## src/rtl/instr_fetch_unit.sv

```systemverilog
// Instruction fetch unit: accepts fetch addresses from the PC, issues one outstanding
// memory read at a time and buffers returned words (with PC/fault) for decode.
module instr_fetch_unit #(
  parameter int unsigned DEPTH = 2,
  parameter int unsigned AW    = 32
) (
  input  logic          clk,
  input  logic          RESET,
  input  logic [AW-1:0] pc_i,
  input  logic          pc_valid_i,
  input  logic          flush_i,
  output logic          stall_o,
  output logic          mem_req_o,
  output logic [AW-1:0] mem_addr_o,
  input  logic          mem_gnt_i,
  input  logic          mem_rvalid_i,
  input  logic [AW-1:0] mem_rdata_i,
  output logic          instr_valid_o,
  output logic [AW-1:0] instr_o,
  output logic [AW-1:0] instr_pc_o,
  output logic          instr_fault_o,
  input  logic          instr_ready_i
);

  localparam int unsigned PW = $clog2(DEPTH);
  localparam logic [PW:0] FULL = (PW+1)'(DEPTH);

  typedef enum logic [1:0] {IDLE, REQ, WAIT, DRAIN} state_t;

  state_t        state_q, state_d;
  logic          mem_req_q, mem_req_d;
  logic [AW-1:0] mem_addr_q, mem_addr_d;
  logic          drop_q, drop_d;

  logic [AW-1:0] fifo_instr_q [DEPTH];
  logic [AW-1:0] fifo_instr_d [DEPTH];
  logic [AW-1:0] fifo_pc_q    [DEPTH];
  logic [AW-1:0] fifo_pc_d    [DEPTH];
  logic          fifo_fault_q [DEPTH];
  logic          fifo_fault_d [DEPTH];
  logic [PW-1:0] wptr_q, wptr_d, rptr_q, rptr_d;
  logic [PW:0]   count_q, count_d;

  logic          accept, push, pop, push_fault;
  logic [AW-1:0] push_instr, push_pc;

  assign stall_o       = flush_i | (state_q != IDLE) | (count_q == FULL);
  assign accept        = pc_valid_i & ~stall_o;
  assign pop           = instr_ready_i & (count_q != '0);

  assign mem_req_o     = mem_req_q;
  assign mem_addr_o    = mem_addr_q;
  assign instr_valid_o = (count_q != '0);
  assign instr_o       = fifo_instr_q[rptr_q];
  assign instr_pc_o    = fifo_pc_q[rptr_q];
  assign instr_fault_o = fifo_fault_q[rptr_q];

  always_comb begin
    state_d      = state_q;
    mem_req_d    = mem_req_q;
    mem_addr_d   = mem_addr_q;
    drop_d       = drop_q;
    fifo_instr_d = fifo_instr_q;
    fifo_pc_d    = fifo_pc_q;
    fifo_fault_d = fifo_fault_q;
    wptr_d       = wptr_q;
    rptr_d       = rptr_q;
    count_d      = count_q;
    push         = 1'b0;
    push_instr   = '0;
    push_pc      = '0;
    push_fault   = 1'b0;

    unique case (state_q)
      IDLE: begin
        if (accept) begin
          if (pc_i[1:0] == 2'b00) begin
            state_d    = REQ;
            mem_req_d  = 1'b1;
            mem_addr_d = pc_i;
          end else begin
            push       = 1'b1;
            push_pc    = pc_i;
            push_fault = 1'b1;
          end
        end
      end
      REQ: begin
        // Request stays up until granted; a flush is remembered and the response dropped.
        if (flush_i) drop_d = 1'b1;
        if (mem_gnt_i) begin
          mem_req_d = 1'b0;
          drop_d    = 1'b0;
          state_d   = (drop_q | flush_i) ? DRAIN : WAIT;
        end
      end
      WAIT: begin
        if (mem_rvalid_i) begin
          state_d = IDLE;
          if (!flush_i) begin
            push       = 1'b1;
            push_instr = mem_rdata_i;
            push_pc    = mem_addr_q;
          end
        end else if (flush_i) begin
          state_d = DRAIN;
        end
      end
      DRAIN: begin
        if (mem_rvalid_i) state_d = IDLE;
      end
      default: state_d = IDLE;
    endcase

    if (flush_i) begin
      wptr_d  = '0;
      rptr_d  = '0;
      count_d = '0;
    end else begin
      if (push) begin
        fifo_instr_d[wptr_q] = push_instr;
        fifo_pc_d[wptr_q]    = push_pc;
        fifo_fault_d[wptr_q] = push_fault;
        wptr_d               = wptr_q + PW'(1);
      end
      if (pop) rptr_d = rptr_q + PW'(1);
      case ({push, pop})
        2'b10:   count_d = count_q + (PW+1)'(1);
        2'b01:   count_d = count_q - (PW+1)'(1);
        default: count_d = count_q;
      endcase
    end
  end

  always_ff @(posedge clk or negedge RESET) begin
    if (!RESET) begin
      state_q    <= IDLE;
      mem_req_q  <= 1'b0;
      mem_addr_q <= '0;
      drop_q     <= 1'b0;
      wptr_q     <= '0;
      rptr_q     <= '0;
      count_q    <= '0;
      for (int unsigned i = 0; i < DEPTH; i++) begin
        fifo_instr_q[i] <= '0;
        fifo_pc_q[i]    <= '0;
        fifo_fault_q[i] <= 1'b0;
      end
    end else begin
      state_q      <= state_d;
      mem_req_q    <= mem_req_d;
      mem_addr_q   <= mem_addr_d;
      drop_q       <= drop_d;
      wptr_q       <= wptr_d;
      rptr_q       <= rptr_d;
      count_q      <= count_d;
      fifo_instr_q <= fifo_instr_d;
      fifo_pc_q    <= fifo_pc_d;
      fifo_fault_q <= fifo_fault_d;
    end
  end

endmodule
```

## config.mk

```make
export PLATFORM = sky130hd
export DESIGN_NAME = instr_fetch_unit
export DESIGN_NICKNAME = d
export VERILOG_FILES = /design/src/rtl/instr_fetch_unit.sv
export SDC_FILE = /design/constraint.sdc
export NUM_CORES = 1
export LEC_CHECK = 0
export ABC_AREA = 1
export CORE_ASPECT_RATIO = 1.75
export CORE_UTILIZATION = 51
export CTS_CLUSTER_SIZE = 40
export DETAILED_ROUTE_END_ITERATION = 10
export PLACE_DENSITY_LB_ADDON = 0.08
export SYNTH_ARGS = -nofsm -noshare
export SYNTH_HDL_FRONTEND = slang
export SYNTH_SLANG_ARGS = --single-unit
```

## constraint.sdc

```tcl
create_clock -name clk -period 2.3 [get_ports clk]
set_input_delay 0.23 -clock clk [delete_from_list [all_inputs] [get_ports clk]]
set_output_delay 0.23 -clock clk [all_outputs]
set_load 0.02 [all_outputs]
```

### Word level (Yosys, flattened, before mapping)

Cells that the tools add are included.

* register bits: 170
* logic and storage cells: 105

* eq/ne operators: 11
* reduce and logical (&&, ||, !) cells: 15
* $lt $le $gt $ge: 3
* multiplexer cells: 50
* bitwise operators: 9
* add/subtract/negate cells: 4

Operator list (count)
* $mux W32: 14
* $bwmux W64: 2
* $pmux W32 S2: 1
* $demux W32 S1: 1
* $mux W1: 19
* $mux W2: 7
* $reduce_bool A2 Y1: 6
* $eq A2 B2 Y1 const B: 4
* $ne A2 B2 Y1 const B: 4
* $pmux W2 S4: 1
* $reduce_and A5 Y1: 1
* $eq A2 B1 Y1 const B: 2
* $ge A2 B2 Y1 const B: 2
* $logic_not A2 Y1: 2
* $not A1 Y2: 2
* $pmux W1 S2: 2
* $pmux W2 S2: 1
* $reduce_and A2 Y1: 2
* $reduce_and A4 Y1: 1
* $ne A3 B3 Y1 const B: 1
* $or A1 B1 Y1: 3
* $reduce_and A3 Y1: 1
* $reduce_bool A3 Y1: 1
* $add A1 B1 Y1 const B: 2
* 8 further kinds: 10

### Depth between registers and ports, before layout

Gate-level depths: netlist of run 1.

* word-level depth: 10
* gate-level depth with buffers: 12
* mapped depth without buffers: 10

### Worst setup path after synthesis of run 1

Ideal clock, no wire load.

* path type: reg-to-reg
* start: register state_q[0]
* end: register mem_addr_q[21], in the netlist mem_addr_o[21]
* data arrival time: 1.565 ns
* required time: 2.170 ns
* stages on the path, launching flop included: 11
* path slack: 0.605 ns
* cells stage by stage: dfrtp_1 -> nor2_2 -> nand2_2 -> nor2_4 -> nand2_1 -> nor2_2 -> inv_2 -> buf_2 -> buf_2 -> nand2_1 -> o21ai_1

* longest elaborated chain between the ends: 6

RTL lines
* start, declared: RTL line 30 `state_t state_q, state_d;`
* start signal, assigned: RTL line 150 `state_q <= state_d;`
* $reduce_bool A2 Y1: RTL line 47 `assign stall_o = flush_i | (state_q != IDLE) | (count_q == FULL);`
* $or A1 B1 Y1 (2 in a row): RTL line 47
* $not A1 Y1: RTL line 48 `assign accept = pc_valid_i & ~stall_o;`
* $and A1 B1 Y1: RTL line 48
* $reduce_and A3 Y1 (no line) (*)
* end signal, assigned: RTL line 152 `mem_addr_q <= mem_addr_d;`
* end, declared: RTL line 32 `logic [AW-1:0] mem_addr_q, mem_addr_d;`

Mark *: on every way between the ends. The rest lies on a longest branch, timed or not.
A chain may end at the register's enable or synchronous reset.

### Worst setup path after layout of run 1

* start: register rptr_q
* end: output instr_pc_o[18]

* longest elaborated chain between the ends: 4

RTL lines
* start, declared: RTL line 41 `logic [PW-1:0] wptr_q, wptr_d, rptr_q, rptr_d;`
* start signal, assigned: RTL line 155 `rptr_q <= rptr_d;`
* $not A1 Y2 (not written as such): RTL line 55 `assign instr_pc_o = fifo_pc_q[rptr_q];`
* $mux W32 (not written as such) (3 in a row): RTL line 55
* end, declared: RTL line 20 `output logic [AW-1:0] instr_pc_o,`

Every way passes these cells. The select of a mux whose other input is x is not followed.

==> impl_results.rst, run 1 <==
.. list-table::
   :header-rows: 1

   * - Metric
     - Value
   * - Number of buffers on the longest clock path
     - 2
   * - CTS clock-pin slew for the worst setup and hold paths
     - 0.07 ns
   * - Area taken by multi-input logic gates
     - 0.00282 mm2
   * - Number of placement rows
     - 58
   * - Clock network power share
     - 0.241
   * - Number of synthesized register bits
     - 170
   * - Sequential cell fraction of total power
     - 0.378
   * - Initial antenna violation count
     - 0
   * - Area used by sequential logic in the layout
     - 0.00426 mm2
   * - Post-Synthesis Cells
     - 975
   * - Startpoint Class
     - flop
   * - Final setup viols
     - 0
   * - Fmax
     - 445 MHz
   * - Die area
     - 0.0155 mm2
   * - Cell area after synthesis
     - 0.00765 mm2
   * - Arr. time, crit path
     - 2.02 ns
   * - Critical path capture point type
     - output port
   * - Minimum clock period after layout
     - 2.25 ns
   * - Yosys Warn Count
     - 0
   * - List of most frequent post-synthesis cells
     - 434 x sky130_fd_sc_hd__nand2_1, 170 x sky130_fd_sc_hd__dfrtp_1, 155 x sky130_fd_sc_hd__o21ai_0
   * - Total Neg Setup Slack
     - 0 ns
   * - Maximum number of pins on one net before global-route repair
     - 67
   * - Capturing point of the worst reg2reg path
     - fifo_instr_q[4]
   * - Data required time at the worst endpoint
     - 2.07 ns
   * - Critical path fanouts, max
     - 36
   * - Layout filler cell count
     - 1,215
   * - DRC marker count from the first detailed-route iteration
     - 295
   * - R2R setup slack
     - 0.26 ns
   * - DP Worst Slack
     - 0.119 ns
   * - Endpoint of the most critical setup path
     - instr_pc_o[18]
   * - Number of CTS-inserted buffers
     - 17
   * - Switching power
     - 4.58 mW
   * - Detailed-router iteration count before antenna repair
     - 5
   * - Most instantiated flip-flop cell in the synthesis netlist
     - sky130_fd_sc_hd__dfrtp_1
   * - Global placer's final weighted congestion
     - 0.867
   * - Max-slew violation total from the final report
     - 0
   * - Run status
     - complete, no violations
   * - Finished Cell Area
     - 0.0102 mm2
   * - Switching fraction of total power
     - 0.378
   * - Mapped Nets
     - 1,046
   * - Share of post-route cells with drive strength above 1
     - 0.0662
   * - Buffer type at the clock tree root
     - sky130_fd_sc_hd__clkbuf_16
   * - Clock insertion delay at the later pin of the skew report
     - 0.43 ns
   * - Library cell occupying the most area in the post-synthesis netlist
     - sky130_fd_sc_hd__dfrtp_1
   * - Largest vdd supply drop
     - 0.649 mV
   * - Buffers added on ports
     - 170
   * - Final core utilization
     - 0.706
   * - Ratio of final minimum period to clock period
     - 0.977
   * - Count of pins on the block boundary
     - 171
   * - Static leakage
     - 5.30 nW
   * - Total setup buffers inserted after CTS
     - 0
   * - Core Area
     - 0.0145 mm2
   * - Slew headroom
     - 0.434
   * - Via count
     - 6,759
   * - Hold crit path type
     - in -> async
   * - Overflow left after global routing
     - 0
   * - Final worst-path setup slack
     - 0.0535 ns
   * - X dimension of the die
     - 94.6 um
   * - Antenna cell count
     - 0
   * - Global-route usage over all layers
     - 0.253
   * - Clock skew
     - 0.0120 ns
   * - Transition time of the tightest slew-check pin
     - 0.849 ns
   * - Combinational power share
     - 0.382
   * - Remaining routing DRC violations
     - 0
   * - R2r startpoint
     - state_q[0]
   * - Sequential-to-total area share from yosys stat
     - 0.556
   * - Yosys cell types
     - 23
   * - Die height
     - 164 um
   * - Cell Area, Placed
     - 0.00964 mm2
   * - Internal power of the cells
     - 7.54 mW
   * - Avg WL per Cell
     - 14.0 um
   * - Area Growth Syn to Fin
     - 33.9%
   * - Final Hold Viols
     - 0
   * - Area share of the leading cell type in the synthesized netlist
     - 0.556
   * - Share of flip-flops with an asynchronous set or reset after synthesis
     - 1.00
   * - Number of cells in the design after placement
     - 1,295
   * - Count of cells along the worst register-to-register path
     - 10
   * - CP startpoint
     - rptr_q
   * - Leading cell types by total area after synthesis
     - sky130_fd_sc_hd__dfrtp_1 56%, sky130_fd_sc_hd__nand2_1 21%, sky130_fd_sc_hd__o21ai_0 10%, sky130_fd_sc_hd__inv_1 3.8%, sky130_fd_sc_hd__o21ai_1 2.6%
   * - RSZ-0062 raised after global routing
     - false
   * - Initial core utilization
     - 0.527
   * - Post-Syn Area per Cell
     - 7.85 um2
   * - Number of sinks driven by the clock tree
     - 170
   * - P per Cell Area
     - 1180 mW/mm2
   * - Most frequent cell after synthesis
     - sky130_fd_sc_hd__nand2_1
   * - Post-route ant nets
     - 0
   * - # nets final
     - 1,206
   * - Global-route wire length before repair
     - 30.2 mm
   * - Post-detail-place hpwl
     - 12.5 mm
   * - DR vias/cell
     - 5.09
   * - CTS tree
     - done
   * - Number of H-tree levels
     - 4
   * - Critical path class
     - reg -> out
   * - Number of violations of the max-capacitance limit
     - 0
   * - Vias in the first global route
     - 6,307
   * - Number of standard cells in the layout, taps in and fillers out
     - 1,328
   * - Number of flops mapped to enable cells by yosys
     - 0
   * - Final Routed Wirelength
     - 18.6 mm
-- per-stage QoR --
step / hold WS [ns] / total power [mW]
4_1_cts: 0.331 / 12.2
2_1_floorplan: -0.0656 / 7.17
3_5_place_dp: 0.213 / 9.46
5_1_grt: 0.373 / 12.9
6_report: 0.313 / 12.1
3_3_place_gp: 0.211 / 9.36
-- how the worst min path moves through the flow --
stage,cells after the start,to
detailed placement,1,fifo_instr_q[46]
floorplan,0,count_q[0]
finish,2,fifo_instr_q[46]
global placement,1,fifo_instr_q[46]
CTS,2,fifo_instr_q[46]
global route,2,fifo_instr_q[46]
-- state kept, by name, indices dropped and copies added (netlist names), 2 cells and up --
| name | flops |
|---|---|
| count_q | 2 |
| fifo_fault_q | 2 |
| fifo_instr_q | 64 |
| fifo_pc_q | 64 |
| mem_addr_o | 32 |
| state_q | 2 |
-- repair_timing --
action | CTS | global route
gates cloned | 0 | 0
hold buffers | 1 | 0
resized for setup | 42 | 17
endpoints found under the hold margin | 46 | 0
setup endpoints to repair | 42 | 17
-- routing by layer --
metal / track usage / share of wire
met5: 0 / 0
met2: 0.433 / 0.52
met4: 0.101 / 0.022
met3: 0.0556 / 0.051
met1: 0.305 / 0.41
-- cells by family (layout without fill, tap and decap cells) --
family / Yosys count / in the layout / synth area share
buffers and inverters: 140 / 313 / 0.0756
and+or+nand+nor: 460 / 460 / 0.233
AOI/OAI and AO/OA: 205 / 205 / 0.135
DFF: 170 / 170 / 0.556
-- cell usage in the layout (no fill, tap or decap), types with 16 or more instances in the layout --
master                            count
sky130_fd_sc_hd__inv_1               78
sky130_fd_sc_hd__o21ai_1             39
sky130_fd_sc_hd__clkdlybuf4s50_1    109
sky130_fd_sc_hd__nand2_1            434
sky130_fd_sc_hd__buf_4               16
sky130_fd_sc_hd__clkbuf_16           17
sky130_fd_sc_hd__o21ai_0            155
sky130_fd_sc_hd__dfrtp_1            169
sky130_fd_sc_hd__dlygate4sd2_1       42
sky130_fd_sc_hd__dlymetal6s2s_1      17
-- area by class of cell --
cell class | instances | share of cell area
clock buffer | 19 | 0.0442
timing repair buffer | 196 | 0.197
clock inverter | 13 | 0.0151
multi-input combinational | 665 | 0.275
tap | 180 | 0.0220
sequential | 170 | 0.416
inverter | 85 | 0.0313
-- worst max-delay path, stage by stage (launching register included) --
cell and delay (ns):
sky130_fd_sc_hd__dfrtp_4 0.57, sky130_fd_sc_hd__buf_12 0.20, sky130_fd_sc_hd__o21ai_0 0.17, sky130_fd_sc_hd__clkdlybuf4s50_1 0.64
-- power by group through the flow --
stage,logic [mW],clock network [mW],registers [mW]
after floorplan,2.36,0,4.82
after global placement,4.78,0,4.58
after detailed placement,4.84,0,4.61
after CTS,4.70,2.97,4.58
after global routing,5.09,3.08,4.71
final,4.62,2.92,4.57
Power figures use the tool's default switching activity.
==> run 2: changes to the inputs <==
--- a/config.mk
+++ b/config.mk
@@ -5,7 +5,7 @@
 export SDC_FILE = /design/constraint.sdc
 export NUM_CORES = 1
 export LEC_CHECK = 0
-export ABC_AREA = 1
+export ABC_AREA = 0
 export CORE_ASPECT_RATIO = 1.75
 export CORE_UTILIZATION = 51
 export CTS_CLUSTER_SIZE = 40
==> impl_results.rst, run 2 <==
.. list-table::
   :header-rows: 1

   * - Metric
     - Value
   * - Post-route ant nets
     - 0
   * - Hold crit path type
     - in -> async
   * - Number of synthesized register bits
     - 170
   * - Capturing point of the worst reg2reg path
     - count_q[1]
   * - Critical path class
     - reg -> out
   * - Number of buffers on the longest clock path
     - 2
   * - Data required time at the worst endpoint
     - 2.07 ns
   * - Number of CTS-inserted buffers
     - 17
   * - Remaining routing DRC violations
     - 0
   * - Via count
     - 5,697
   * - Slew headroom
     - 0.462
   * - Final Hold Viols
     - 0
   * - Buf/Inv on CP
     - 2
   * - # nets final
     - 836
   * - Worst-path cell chain
     - buf_12, mux2_2, clkdlybuf4s50_1
   * - Layout filler cell count
     - 1,121
   * - Mapped Nets
     - 665
   * - Largest vdd supply drop
     - 0.749 mV
   * - Cell area after synthesis
     - 0.00775 mm2
   * - Most frequent cells in the layout
     - 168 x sky130_fd_sc_hd__dfrtp_1, 133 x sky130_fd_sc_hd__clkdlybuf4s50_1, 88 x sky130_fd_sc_hd__mux2_2
   * - Die height
     - 165 um
   * - P per Cell Area
     - 1310 mW/mm2
   * - List of most frequent post-synthesis cells
     - 170 x sky130_fd_sc_hd__dfrtp_1, 88 x sky130_fd_sc_hd__mux2_2, 63 x sky130_fd_sc_hd__a21o_1, 63 x sky130_fd_sc_hd__and3_1, 60 x sky130_fd_sc_hd__o2bb2ai_1
   * - Largest stage delay, worst path
     - 0.54 ns
   * - Vias in the first global route
     - 6,223
   * - Die area
     - 0.0157 mm2
   * - Yosys cell types
     - 39
   * - Post-Synthesis Cells
     - 594
   * - CP startpoint
     - rptr_q
   * - Sequential-to-total area share from yosys stat
     - 0.549
   * - R2r startpoint
     - state_q[1]
   * - DRC marker count from the first detailed-route iteration
     - 336
   * - Initial core utilization
     - 0.522
   * - Clock skew
     - 0.00855 ns
   * - Most frequent cell after synthesis
     - sky130_fd_sc_hd__dfrtp_1
   * - Number of placement rows
     - 59
   * - Share of flip-flops with an asynchronous set or reset after synthesis
     - 1.00
   * - Overflow left after global routing
     - 0
   * - Fmax
     - 449 MHz
   * - CTS clock-pin slew for the worst setup and hold paths
     - 0.07 ns
   * - Standard cell with the maximum stage delay on the critical path
     - sky130_fd_sc_hd__clkdlybuf4s50_1
   * - Count of cells along the worst register-to-register path
     - 5
   * - Startpoint Class
     - flop
   * - Final total power
     - 13.7 mW
   * - Transition time of the tightest slew-check pin
     - 0.804 ns
   * - Share of post-route cells with drive strength above 1
     - 0.233
   * - Buffer type at the clock tree root
     - sky130_fd_sc_hd__clkbuf_16
   * - Critical path capture point type
     - output port
   * - Leading cell types by total area after synthesis
     - sky130_fd_sc_hd__dfrtp_1 55%, sky130_fd_sc_hd__mux2_2 13%, sky130_fd_sc_hd__o2bb2ai_1 6.8%, sky130_fd_sc_hd__a21o_1 6.1%, sky130_fd_sc_hd__and3_1 5.1%
   * - Core Area
     - 0.0148 mm2
   * - Run status
     - complete, no violations
   * - Number of cells in the design after placement
     - 924
   * - Post-detail-place hpwl
     - 12.6 mm
   * - Most common cell after layout, fill and taps aside
     - sky130_fd_sc_hd__dfrtp_1
   * - Global placer's final weighted congestion
     - 0.838
   * - Family with the most delay on the worst path
     - buffers and inverters
   * - Met3 usage
     - 0.0490
   * - Detailed-router iteration count before antenna repair
     - 4
   * - Yosys Warn Count
     - 0
   * - Area Growth Syn to Fin
     - 34.7%
   * - Static leakage
     - 5.66 nW
   * - Final Routed Wirelength
     - 19.5 mm
   * - Global-route wire length before repair
     - 31.1 mm
   * - Maximum number of pins on one net before global-route repair
     - 67
   * - Final setup viols
     - 0
   * - Endpoint of the most critical setup path
     - instr_pc_o[22]
   * - Ratio of final minimum period to clock period
     - 0.969
   * - Initial antenna violation count
     - 1
   * - Number of flops mapped to enable cells by yosys
     - 0
   * - Most instantiated flip-flop cell in the synthesis netlist
     - sky130_fd_sc_hd__dfrtp_1
   * - RSZ-0062 raised after global routing
     - false
   * - Area share of the leading cell type in the synthesized netlist
     - 0.549
   * - Number of violations of the max-capacitance limit
     - 0
   * - Clock insertion delay at the later pin of the skew report
     - 0.42 ns
   * - DR vias/cell
     - 5.92
   * - Met1 layer usage reported by global route
     - 0.286
   * - Library cell occupying the most area in the post-synthesis netlist
     - sky130_fd_sc_hd__dfrtp_1
   * - Number of sinks driven by the clock tree
     - 170
   * - CTS tree
     - done
   * - X dimension of the die
     - 95.2 um
   * - Number of gates on the worst path with buffers counted
     - 3
   * - Count of pins on the block boundary
     - 171
   * - Minimum clock period after layout
     - 2.23 ns
   * - Busiest metal layer after global routing
     - met2
   * - Max-slew violation total from the final report
     - 0
   * - Post-Syn Area per Cell
     - 13.0 um2
   * - R2R setup slack
     - 0.25 ns
   * - GRT met2 Usage
     - 0.462
   * - Final core utilization
     - 0.704
   * - Avg WL per Cell
     - 20.2 um
   * - Buffers added on ports
     - 170
   * - Critical path fanouts, max
     - 19
   * - Number of H-tree levels
     - 4
   * - Arr. time, crit path
     - 2.00 ns
   * - Global-route usage over all layers
     - 0.259
   * - Number of standard cells in the layout, taps in and fillers out
     - 962
[run 2: worst min path at each step]
stage	startpoint	depth (start not counted)	end	slack, ns
floorplan	RESET	0	count_q[0]	-0.07
global placement	RESET	1	fifo_instr_q[41]	0.26
detailed placement	RESET	1	fifo_instr_q[9]	0.26
CTS	RESET	2	fifo_instr_q[41]	0.39
global route	RESET	2	fifo_instr_q[9]	0.43
finish	RESET	2	fifo_instr_q[9]	0.36
[run 2: cell type report]
class	count	area (um2)	share of cell area
well taps	183	229	0.0219
inverters	6	22.5	0.00216
repair buffers	205	2150	0.206
diodes	1	2.50	0.000240
flip-flops and latches	170	4260	0.408
multi-input cells	365	3170	0.304
clock buffers	19	453	0.0434
clock inverters	13	155	0.0149
[run 2: metal layers]
layer  share of wire  routed length, um  up-vias
met2            0.52              10100      175
met5               0                  0        -
met3           0.045                883       45
met4           0.042                810        0
li1                -                  -     2561
met1            0.39               7640     2916
[run 2: report_power, final]
| part | internal, mW | total, mW | switching, mW |
|---|---|---|---|
| Sequential | 4.21 | 4.99 | 0.779 |
| Clock | 1.69 | 2.94 | 1.25 |
| Combinational | 2.99 | 5.77 | 2.78 |
[run 2: per-stage QoR]
stage	worst slack, ns	hold WS, ns	setup TNS, ns	instance area (um2)
finish	0.0723	0.357	0	10400
global route	0.0205	0.431	0	10400
CTS	-0.00397	0.391	-0.00666	10400
detailed placement	0.0795	0.261	0	9720
global placement	0.127	0.257	0	9720
floorplan	0.695	-0.0656	0	7750
[run 2: timing repair]
| item | 4_1_cts | 5_1_grt |
|---|---|---|
| gates cloned | 0 | 0 |
| endpoints found under the hold margin | 63 | 0 |
| hold buffers | 1 | 0 |
| endpoints found under the setup margin | 58 | 43 |
| gates resized for setup | 8 | 29 |
| setup buffers | 3 | 1 |
[run 2: logic make-up after synthesis]
family                 count (synthesis)  share of synthesized area
flip-flops                           170                      0.549
AO/OA/AOI/OAI                        172                      0.174
buffers and inverters                 59                     0.0438
multiplexers                         101                      0.152
AND/OR/NAND/NOR                       91                     0.0794
XOR/XNOR                               1                    0.00113
==> run 3: changes to the inputs <==
--- a/config.mk
+++ b/config.mk
@@ -10,6 +10,7 @@
 export CORE_UTILIZATION = 51
 export CTS_CLUSTER_SIZE = 40
 export DETAILED_ROUTE_END_ITERATION = 10
+export GPL_TIMING_DRIVEN = 0
 export PLACE_DENSITY_LB_ADDON = 0.08
 export SYNTH_ARGS = -nofsm -noshare
 export SYNTH_HDL_FRONTEND = slang
==> impl_results.rst, run 3 (synthesis gave the netlist of run 2 again) <==
.. list-table::
   :header-rows: 1

   * - Metric
     - Value
   * - CTS clock-pin slew for the worst setup and hold paths
     - 0.07 ns
   * - Hold crit path type
     - in -> async
   * - Critical path capture point type
     - output port
   * - Area taken by multi-input logic gates
     - 0.00316 mm2
   * - Most common cell after layout, fill and taps aside
     - sky130_fd_sc_hd__dfrtp_1
   * - Layout filler cell count
     - 1,127
   * - Number of sinks driven by the clock tree
     - 170
   * - Final Hold Viols
     - 0
   * - DP Worst Slack
     - -0.151 ns
   * - Static leakage
     - 5.29 nW
   * - Final Routed Wirelength
     - 20.3 mm
   * - Critical path class
     - reg -> out
   * - Initial antenna violation count
     - 0
   * - Largest vdd supply drop
     - 0.740 mV
   * - Die area
     - 0.0157 mm2
   * - Max-slew violation total from the final report
     - 0
   * - Clock insertion delay at the later pin of the skew report
     - 0.42 ns
   * - DRC marker count from the first detailed-route iteration
     - 294
   * - Arr. time, crit path
     - 1.97 ns
   * - RSZ-0062 raised after global routing
     - false
   * - Buffer type at the clock tree root
     - sky130_fd_sc_hd__clkbuf_16
   * - Slew headroom
     - 0.558
   * - Minimum clock period after layout
     - 2.20 ns
   * - # nets final
     - 858
   * - Overflow left after global routing
     - 0
   * - Number of placement rows
     - 59
   * - Final setup viols
     - 0
   * - Vias in the first global route
     - 6,227
   * - Clock skew
     - 0.00877 ns
   * - X dimension of the die
     - 95.2 um
   * - Maximum number of pins on one net before global-route repair
     - 133
   * - Initial core utilization
     - 0.522
   * - Fmax
     - 454 MHz
   * - Number of H-tree levels
     - 4
   * - CTS tree
     - done
   * - Number of CTS-inserted buffers
     - 17
   * - Avg WL per Cell
     - 20.6 um
   * - Buffers added on ports
     - 170
   * - CP startpoint
     - rptr_q
   * - Global placer's final weighted congestion
     - 0.797
   * - Area used by sequential logic in the layout
     - 0.00425 mm2
   * - Worst hold-check slack
     - 0.263 ns
   * - Count of pins on the block boundary
     - 171
   * - Remaining routing DRC violations
     - 0
   * - R2R setup slack
     - 0.23 ns
   * - Final total power
     - 13.6 mW
   * - Post-route ant nets
     - 0
   * - Most frequent cells in the layout
     - 170 x sky130_fd_sc_hd__dfrtp_1, 140 x sky130_fd_sc_hd__clkdlybuf4s50_1, 88 x sky130_fd_sc_hd__mux2_2
   * - Data required time at the worst endpoint
     - 2.07 ns
   * - Final core utilization
     - 0.696
   * - Critical path fanouts, max
     - 10
   * - Share of post-route cells with drive strength above 1
     - 0.222
   * - Total Neg Setup Slack
     - 0 ns
   * - Antenna cell count
     - 0
   * - Via count
     - 5,764
   * - Global-route wire length before repair
     - 32.1 mm
   * - Final worst-path setup slack
     - 0.0969 ns
   * - Global-route usage over all layers
     - 0.270
   * - Detailed-router iteration count before antenna repair
     - 5
   * - Ratio of final minimum period to clock period
     - 0.958
   * - R2r startpoint
     - wptr_q
   * - Startpoint Class
     - flop
   * - Number of violations of the max-capacitance limit
     - 0
   * - Run status
     - complete, no violations
   * - Core Area
     - 0.0148 mm2
   * - Die height
     - 165 um
   * - DR vias/cell
     - 5.87
   * - Post-detail-place hpwl
     - 14.2 mm
   * - P per Cell Area
     - 1320 mW/mm2
   * - Number of buffers on the longest clock path
     - 2
   * - Transition time of the tightest slew-check pin
     - 0.663 ns
   * - Area Growth Syn to Fin
     - 33.3%
[run 3: repair_timing]
item | in CTS | in global routing
setup endpoints to repair | 65 | 20
gates resized for setup | 37 | 5
pin swaps | 0 | 1
buffers inserted | 0 | 2
hold buffers | 1 | 0
cloned | 0 | 0
endpoints found under the hold margin | 38 | 0
[run 3: per-layer routing]
| layer | global-route usage | vias to the layer above | wire length (um) |
|---|---|---|---|
| met1 | 0.305 | 2951 | 7840 |
| met5 | 0 | - | 0 |
| li1 | - | 2595 | - |
| met4 | 0.101 | 0 | 417 |
| met2 | 0.483 | 186 | 11000 |
| met3 | 0.0636 | 32 | 1060 |
[run 3: layout make-up]
type / instances / area share
sequential: 170 / 0.412
buffer: 53 / 0.0334
inverter: 6 / 0.00218
tap: 183 / 0.0222
clock inverter: 13 / 0.0154
timing repair buffer: 174 / 0.167
clock buffer: 18 / 0.0425
multi-input combinational: 365 / 0.306
[run 3: path summary, 6_finish.rpt]
kind,cells past startpoint,to
setup / recovery,3,instr_o[6]
hold / removal,2,fifo_instr_q[9]
setup reg to reg,5,fifo_pc_q[22]
hold reg to reg,1,fifo_instr_q[14]
max in group asynchronous,3,fifo_pc_q[3]
min in group clk,3,fifo_instr_q[62]
[run 3: critical path: stages (launching register included)]
cell	delay (ns)
sky130_fd_sc_hd__dfrtp_1	0.39
sky130_fd_sc_hd__clkbuf_4	0.26
sky130_fd_sc_hd__mux2_2	0.36
sky130_fd_sc_hd__clkdlybuf4s50_1	0.54
[run 3: per-stage QoR]
step / cells / instance area (um2)
floorplan: 594 / 7750
global placement: 947 / 9680
detailed placement: 948 / 9710
CTS: 980 / 10300
global route: 982 / 10300
finish: 982 / 10300
[run 3: power by group]
group / switching, mW / internal (mW) / total [mW]
registers: 0.756 / 4.21 / 4.97
clock network: 1.26 / 1.66 / 2.92
logic: 2.82 / 2.91 / 5.72
total: 4.83 / 8.77 / 13.6
